`config.mk`:
```
export PLATFORM = sky130hd
export DESIGN_NAME = dsp_addsub_pipe
export DESIGN_NICKNAME = d
export VERILOG_FILES = /design/src/rtl/dsp_addsub_pipe.sv
export SDC_FILE = /design/constraint.sdc
export NUM_CORES = 1
export LEC_CHECK = 0
export ABC_AREA = 1
export CORE_AREA = 2 2 111 156
export CTS_CLUSTER_SIZE = 25
export DETAILED_ROUTE_END_ITERATION = 12
export DIE_AREA = 0 0 113 158
export DONT_BUFFER_PORTS = 1
export REMOVE_ABC_BUFFERS = 1
export SLEW_MARGIN = 20
export SYNTH_ARGS = -nofsm -noshare
export SYNTH_HDL_FRONTEND = slang
export SYNTH_SLANG_ARGS = --single-unit
export TNS_END_PERCENT = 30
```
`constraint.sdc`:
```
create_clock -name clk -period 5.7 [get_ports clk]
set_input_delay 0.57 -clock clk [delete_from_list [all_inputs] [get_ports clk]]
set_output_delay 0.57 -clock clk [all_outputs]
set_load 0.01 [all_outputs]
```
`src/rtl/dsp_addsub_pipe.sv`:
```
// dsp_addsub_pipe
//   Two-stage pipelined add / subtract / accumulate unit. The carry chain is
//   split at HALF = WIDTH/2: stage 1 registers the low-half sum and its carry
//   together with the high halves of the effective operands. Stage 2 (the
//   output register) finishes the high half and forms the flags.
//
// Ports
//   clk, rst         rising-edge clock, asynchronous active-high reset
//   in_valid/ready   operand beat handshake
//   in_op            00 ADD, 01 SUB, 10 ACC (acc_q + a), 11 LOAD (acc_q <= a)
//   in_a, in_b       operands (in_b unused for ACC and LOAD)
//   out_valid/ready  result handshake
//   out_data         result, modulo 2^WIDTH
//   out_carry        carry out of the MSB (SUB: 1 = no borrow)
//   out_ovf          signed overflow
//   acc_q            current accumulator value
//
// Handshake: a beat moves on an edge where valid && ready are both high.
// A producer holds valid and its payload until that edge. in_ready is a
// function of internal state and out_ready only. out_* stay stable while
// out_valid && !out_ready.
module dsp_addsub_pipe #(
   parameter int WIDTH = 32
) (
   input  logic             clk,
   input  logic             rst,
   input  logic             in_valid,
   output logic             in_ready,
   input  logic [1:0]       in_op,
   input  logic [WIDTH-1:0] in_a,
   input  logic [WIDTH-1:0] in_b,
   output logic             out_valid,
   input  logic             out_ready,
   output logic [WIDTH-1:0] out_data,
   output logic             out_carry,
   output logic             out_ovf,
   output logic [WIDTH-1:0] acc_q
);

   localparam int HALF = WIDTH / 2;

   localparam logic [1:0] OP_ADD  = 2'b00;
   localparam logic [1:0] OP_SUB  = 2'b01;
   localparam logic [1:0] OP_ACC  = 2'b10;
   localparam logic [1:0] OP_LOAD = 2'b11;

   // Stage 1 state
   logic             s1_valid_q, s1_valid_d;
   logic [1:0]       s1_op_q, s1_op_d;
   logic [HALF-1:0]  s1_lo_q, s1_lo_d;
   logic             s1_lo_c_q, s1_lo_c_d;
   logic [HALF-1:0]  s1_xh_q, s1_xh_d;
   logic [HALF-1:0]  s1_yh_q, s1_yh_d;

   // Stage 2 (output) state
   logic             out_valid_q, out_valid_d;
   logic [WIDTH-1:0] out_data_q, out_data_d;
   logic             out_carry_q, out_carry_d;
   logic             out_ovf_q, out_ovf_d;
   logic [WIDTH-1:0] acc_d;

   logic             s1_load, s2_load;
   logic             s1_acc_like;
   logic [WIDTH-1:0] x_eff, y_eff;
   logic             cin;
   logic [HALF:0]    lo_sum;
   logic [HALF:0]    hi_sum;
   logic [WIDTH-1:0] res_data;
   logic             res_carry, res_ovf;

   // ACC and LOAD both write acc_q; op[1] marks them.
   assign s1_acc_like = s1_valid_q && s1_op_q[1];

   assign s2_load  = s1_valid_q && (!out_valid_q || out_ready);
   // An ACC/LOAD in stage 1 blocks all new beats, so a following ACC always
   // reads acc_q after that op's result has been written.
   assign in_ready = (!s1_valid_q || s2_load) && !s1_acc_like;
   assign s1_load  = in_valid && in_ready;

   // Effective adder inputs. For LOAD, y = 0 and cin = 0, so the sum is in_a.
   always_comb begin
      x_eff = in_a;
      y_eff = in_b;
      cin   = 1'b0;
      case (in_op)
         OP_SUB: begin
            y_eff = ~in_b;
            cin   = 1'b1;
         end
         OP_ACC: begin
            x_eff = acc_q;
            y_eff = in_a;
         end
         OP_LOAD: y_eff = '0;
         default: ;
      endcase
      lo_sum = {1'b0, x_eff[HALF-1:0]} + {1'b0, y_eff[HALF-1:0]}
             + {{HALF{1'b0}}, cin};
   end

   always_comb begin
      s1_valid_d = s1_valid_q;
      s1_op_d    = s1_op_q;
      s1_lo_d    = s1_lo_q;
      s1_lo_c_d  = s1_lo_c_q;
      s1_xh_d    = s1_xh_q;
      s1_yh_d    = s1_yh_q;
      if (s1_load) begin
         s1_valid_d = 1'b1;
         s1_op_d    = in_op;
         s1_lo_d    = lo_sum[HALF-1:0];
         s1_lo_c_d  = lo_sum[HALF];
         s1_xh_d    = x_eff[WIDTH-1:HALF];
         s1_yh_d    = y_eff[WIDTH-1:HALF];
      end else if (s2_load) begin
         s1_valid_d = 1'b0;
      end
   end

   // High half completes with the registered low carry.
   always_comb begin
      hi_sum    = {1'b0, s1_xh_q} + {1'b0, s1_yh_q} + {{HALF{1'b0}}, s1_lo_c_q};
      res_data  = {hi_sum[HALF-1:0], s1_lo_q};
      res_carry = hi_sum[HALF];
      res_ovf   = (s1_xh_q[HALF-1] == s1_yh_q[HALF-1]) &&
                  (hi_sum[HALF-1] != s1_xh_q[HALF-1]);
      if (s1_op_q == OP_LOAD) begin
         res_carry = 1'b0;
         res_ovf   = 1'b0;
      end
   end

   always_comb begin
      out_valid_d = out_valid_q;
      out_data_d  = out_data_q;
      out_carry_d = out_carry_q;
      out_ovf_d   = out_ovf_q;
      acc_d       = acc_q;
      if (s2_load) begin
         out_valid_d = 1'b1;
         out_data_d  = res_data;
         out_carry_d = res_carry;
         out_ovf_d   = res_ovf;
         if (s1_op_q[1]) begin
            acc_d = res_data;
         end
      end else if (out_ready) begin
         out_valid_d = 1'b0;
      end
   end

   always_ff @(posedge clk or posedge rst) begin
      if (rst) begin
         s1_valid_q  <= 1'b0;
         s1_op_q     <= OP_ADD;
         s1_lo_q     <= '0;
         s1_lo_c_q   <= 1'b0;
         s1_xh_q     <= '0;
         s1_yh_q     <= '0;
         out_valid_q <= 1'b0;
         out_data_q  <= '0;
         out_carry_q <= 1'b0;
         out_ovf_q   <= 1'b0;
         acc_q       <= '0;
      end else begin
         s1_valid_q  <= s1_valid_d;
         s1_op_q     <= s1_op_d;
         s1_lo_q     <= s1_lo_d;
         s1_lo_c_q   <= s1_lo_c_d;
         s1_xh_q     <= s1_xh_d;
         s1_yh_q     <= s1_yh_d;
         out_valid_q <= out_valid_d;
         out_data_q  <= out_data_d;
         out_carry_q <= out_carry_d;
         out_ovf_q   <= out_ovf_d;
         acc_q       <= acc_d;
      end
   end

   assign out_valid = out_valid_q;
   assign out_data  = out_data_q;
   assign out_carry = out_carry_q;
   assign out_ovf   = out_ovf_q;

endmodule
```
==> reports/metrics.yaml, run 1 <==
status:
  status: "finished, violations left"
  violations: "design-rule violations"
detailed_routing:
  drc: 5
  drt_iter0_drc: 345
  vias: 6476
  detail-route-antenna-nets: 0
  first_pass_iters: 12
  viasPerCell: 5.30
  drt-wirelength-per-cell_um: 17.2
  routed_wirelength_um: 21100
timing:
  max_freq_mhz: 356
  max_slew_margin_pct: 27.3
  final.setup_skew_ps: 10.7
  worst_pin_slew_ps: 1090
  layout_setup_ws_ps: 2890
  holdWs_ps: 137
  hold_viol: 0
  slew_violations: 0
  period_needed_ps: 2810
  rsz0062_at_grt: "no"
  fin_setup_tns_ps: 0
  setup_violations: 0
  fin_crit_sh_pct: 49.3
yosys:
  syn_area_per_cell_um2: 7.17
  synth_edf_count: 0
  synth_area_um2: 7320
  yosysTopAreaCell: "dfrtp_1"
  synthArstFlopShare_pct: 100
  yosysSeqAreaShare_pct: 40.7
  synth.distinct_cells: 34
  synth_seq_cells: 119
  synth_top_area_share_pct: 40.7
  synth.area.top_cells: "dfrtp_1 (41%), nand2_1 (19%), inv_1 (6.2%), o21ai_0 (5.5%), ha_1 (5.1%)"
  synth-warning-count: 0
  yosys_most_used_dff: "dfrtp_1"
  syn_inst: 1021
clock_network:
  cts_resized: 0
  clock_sinks: 119
  clk_pin_slew_worst_paths_ps: 60
  cts_setup_buffers: 0
  insertion_delay_ps: 430
  htreeDepth: 4
  clk_path_buf_depth: 2
  ctsHoldBuffers: 0
  tritoncts: "yes"
  clock-root-buffer: "clkbuf_16"
  numCtsBuffers: 17
die:
  dieArea_um2: 17900
  std_cell_rows: 56
  core_area_um2: 16500
  die_w_um: 113
  num_io_pins: 138
  chipHeight_um: 158
  start_util_pct: 44.2
setup_path:
  critPathCaptureType: "register"
  start_kind: "primary input"
  critPathMaxFanout: 52
  worstPathRequired_ps: 6010
  r2r-start: "out_valid"
  cp-startpoint: "in_op[0]"
  crit_arrival_ps: 3120
  crit_type: "primary input to register"
global_route:
  first_global_vias: 6542
  track_usage_pct: 24.5
  grt_first_pass_wirelength_um: 33600
  grt_max_degree: 66
  antenna_found_initial: 0
  overflow: 0
finish:
  diodes: 0
  layout_common_cells: "nand2_1 (366), inv_1 (120), dfrtp_1 (119)"
  layout_commonest_cell: "nand2_1"
  n_fill_cell: 1713
  drive_gt1_share_pct: 5.29
  syn_to_final_growth_pct: 9.20
  fin_nets: 1112
pwr:
  ir_drop_v: 0.000214
  p_leak_uw: 0.00421
  powerDensity_nw_per_um2: 530
flow_run:
  drv_cap: 0
place:
  dp_hpwl_um: 15200
  dpl_worst_slack_ps: 2470
  gp_congestion: 0.851
  numPortBuffers: 0
min_path:
  hp-class: "primary input to async pin"
## sequential cells by signal, summed over array words and instances, names as in the netlist
signal	cells
acc_q	32
out_carry	1
out_data	32
out_ovf	1
out_valid	1
s1_lo_c_q	1
s1_lo_q	16
s1_op_q	2
s1_valid_q	1
s1_xh_q	16
s1_yh_q	16
## synth_stat cells, types with 2 or more instances
cell and count:
a21oi_1 18, inv_2 6, o21ai_1 27, fa_1 4
dfrtp_1 119, and2_1 7, nor3_1 3, xnor2_1 4
a221oi_1 15, inv_1 121, nand4_1 6, nor2_2 3
xor2_1 3, nand3_1 55, and3_1 2, clkbuf_1 8
buf_2 21, nand2_1 366, nand3b_1 5, or2_2 4
o21ai_0 81, a22oi_1 10, o31ai_1 11, mux2i_1 5
ha_1 30, nor2_1 72, buf_6 3, nor2_4 3
buf_4 4
## worst max-delay path, stage by stage
cell	delay, ps
inv_2	60
nand2_1	100
inv_2	340
a22oi_1	270
o21ai_0	150
fa_1	440
fa_1	420
nand2_1	110
nand2_1	80
and2_1	180
nand2_1	70
nand2_1	80
nand3_1	70
nand2_1	60
nand2_1	60
nand2_1	50
## final timing paths
kind	cells past startpoint	end	slack, ps
max	16	s1_lo_c_q	2890
min	1	out_data[2]	140
max reg2reg	10	s1_lo_q[10]	3360
min reg2reg	2	s1_lo_q[4]	480
max in group asynchronous	2	s1_lo_q[15]	4230
min in group clk	2	s1_xh_q[0]	350
## report_power, final
group	switching, µW	internal, µW
Clock	388	671
Sequential	385	1220
Combinational	1030	538
## logic make-up (layout without fill, tap and decap cells)
kind of cell | count (synthesis) | after routing | synth area share (%)
DFF | 119 | 119 | 40.7
AOI/OAI and AO/OA | 163 | 163 | 12.7
muxes | 5 | 5 | 0.684
and+or+nand+nor | 528 | 528 | 29.5
adders and majority gates | 34 | 34 | 6.23
xor gates and xnor gates | 7 | 7 | 0.838
buffers and inverters | 165 | 164 | 9.36
## per-stage QoR
step                instance area (µm²)  total power [µW]  util (%)  std cells
floorplan                          7110              2710         -        983
global placement                   7410              3160      44.8       1192
detailed placement                 7410              3190      44.8       1192
CTS                                7990              4270      48.3       1223
global route                       7990              4600      48.3       1223
finish                             7990              4230      48.3       1223
## routing by layer
metal  global-route usage (%)  up-vias  routed length, µm
met5                        0        -                  0
met4                     12.2        0                879
met3                     5.97       52               1140
met2                     45.1      163              11200
met1                     26.0     3012               7870
li1                         -     3249                  -
## final cells by class
class	count	area [µm²]	share of cell area [%]
Clock buffer	22	474	5.94
Timing Repair Buffer	6	45.0	0.564
Sequential cell	119	2980	37.3
Clock inverter	9	100	1.25
Tap cell	203	254	3.18
Multi-Input combinational cell	737	3660	45.8
Inverter	127	479	6.00
Note: power is estimated with default switching activity, not from simulation.
==> run 2, diff against run 1 <==
Clock period 5.7 ns to 2.75 ns, I/O delays scaled along.
==> reports/metrics.yaml, run 2 (same netlist as run 1, synthesis figures left out) <==
min_path:
  min_path_cells: 2
  hp-class: "primary input to register"
timing:
  fin_setup_tns_ps: 0
  max_freq_mhz: 438
  worst_pin_slew_ps: 646
  hold_viol: 0
  rsz0062_at_grt: "no"
  setup_violations: 0
  period_needed_ps: 2280
  final.setup_skew_ps: 9.51
  fin_crit_sh_pct: 83.1
  slew_violations: 0
  max_slew_margin_pct: 56.9
flow_run:
  drv_cap: 0
setup_path:
  critPathMaxFanout: 3
  crit_type: "register to register"
  start_kind: "register"
  rr_worst_depth: 13
  worstPathRequired_ps: 3070
  crit_arrival_ps: 2600
  r2r_slack_ps: 470
  critPathCaptureType: "register"
pwr:
  p_leak_uw: 0.00426
  ir_drop_v: 0.000425
  report.power.total_uw: 8860
  powerDensity_nw_per_um2: 1090
die:
  dieArea_um2: 17900
  chipHeight_um: 158
  start_util_pct: 44.2
  num_io_pins: 138
  std_cell_rows: 56
  core_area_um2: 16500
  die_w_um: 113
clock_network:
  insertion_delay_ps: 430
  ctsHoldBuffers: 1
  clock-root-buffer: "clkbuf_16"
  cts_setup_buffers: 0
  htreeDepth: 4
  tritoncts: "yes"
  numCtsBuffers: 17
  clk_path_buf_depth: 2
  clk_pin_slew_worst_paths_ps: 60
  cts_resized: 0
  clock_sinks: 119
finish:
  fin_nets: 1121
  n_fill_cell: 1689
  layout_common_cells: "nand2_1 (366), inv_1 (120), dfrtp_1 (119)"
  drive_gt1_share_pct: 6.21
  syn_to_final_growth_pct: 10.7
  layout_commonest_cell: "nand2_1"
  finalCoreUtilization_pct: 49.0
  diodes: 0
detailed_routing:
  detail-route-antenna-nets: 0
  drc: 5
  drt_iter0_drc: 321
  drt-wirelength-per-cell_um: 17.0
  first_pass_iters: 10
  routed_wirelength_um: 21000
  viasPerCell: 5.20
  vias: 6416
global_route:
  grt_first_pass_wirelength_um: 33400
  track_usage_pct: 24.4
  antenna_found_initial: 0
  first_global_vias: 6562
  overflow: 0
  grt_max_degree: 120
place:
  numPortBuffers: 0
  dp_hpwl_um: 15300
  gp_congestion: 0.910
status:
  status: "finished, violations left"
  violations: "design-rule violations"
[run 2: metal layers]
layer  vias to the layer above  track usage [%]  wire [µm]
li1                       3258                -          -
met1                      2967             25.9       7990
met2                       155             46.1      11400
met3                        36             5.93       1080
met4                         0             9.81        522
met5                         -                0          0
[run 2: layout make-up]
type / count / area (µm²) / share of cell area [%]
Sequential cell: 119 / 2980 / 36.8
Multi-Input combinational cell: 737 / 3660 / 45.2
Clock buffer: 19 / 443 / 5.47
Inverter: 127 / 479 / 5.92
Tap cell: 203 / 254 / 3.14
Timing Repair Buffer: 15 / 140 / 1.73
Clock inverter: 13 / 148 / 1.82
[run 2: per-stage QoR]
stage               worst slack, ps  instance area [µm²]  cells  hold WS (ps)
floorplan                      -682                 7110    983           449
global placement                297                 7500   1200           375
detailed placement              289                 7500   1200           374
CTS                             454                 8100   1233          33.6
global route                    316                 8100   1233          46.1
finish                          466                 8100   1233          38.7
[run 2: final timing paths]
check / endpoint / from
worst max-delay path: s1_lo_c_q / acc_q[0]
worst min-delay path: s1_yh_q[12] / in_a[28]
worst max register to register: s1_lo_c_q / acc_q[0]
worst min register to register: s1_xh_q[0] / s1_xh_q[0]
max in group asynchronous: acc_q[15] / rst
min in group asynchronous: out_data[16] / rst
[run 2: worst max-delay path: stages (launching register included)]
cell,delay (ps)
dfrtp_1,450
nand2_1,100
nand2_1,70
fa_1,430
fa_1,410
nand2_1,100
nand2_1,70
and2_1,180
nand2_1,70
nand2_1,70
nand3_1,70
nand2_1,50
nand2_1,50
nand2_1,50
[run 2: power by group]
group          switching (µW)  internal, µW
Clock                     883          1370
Combinational            2140          1150
Sequential                795          2530
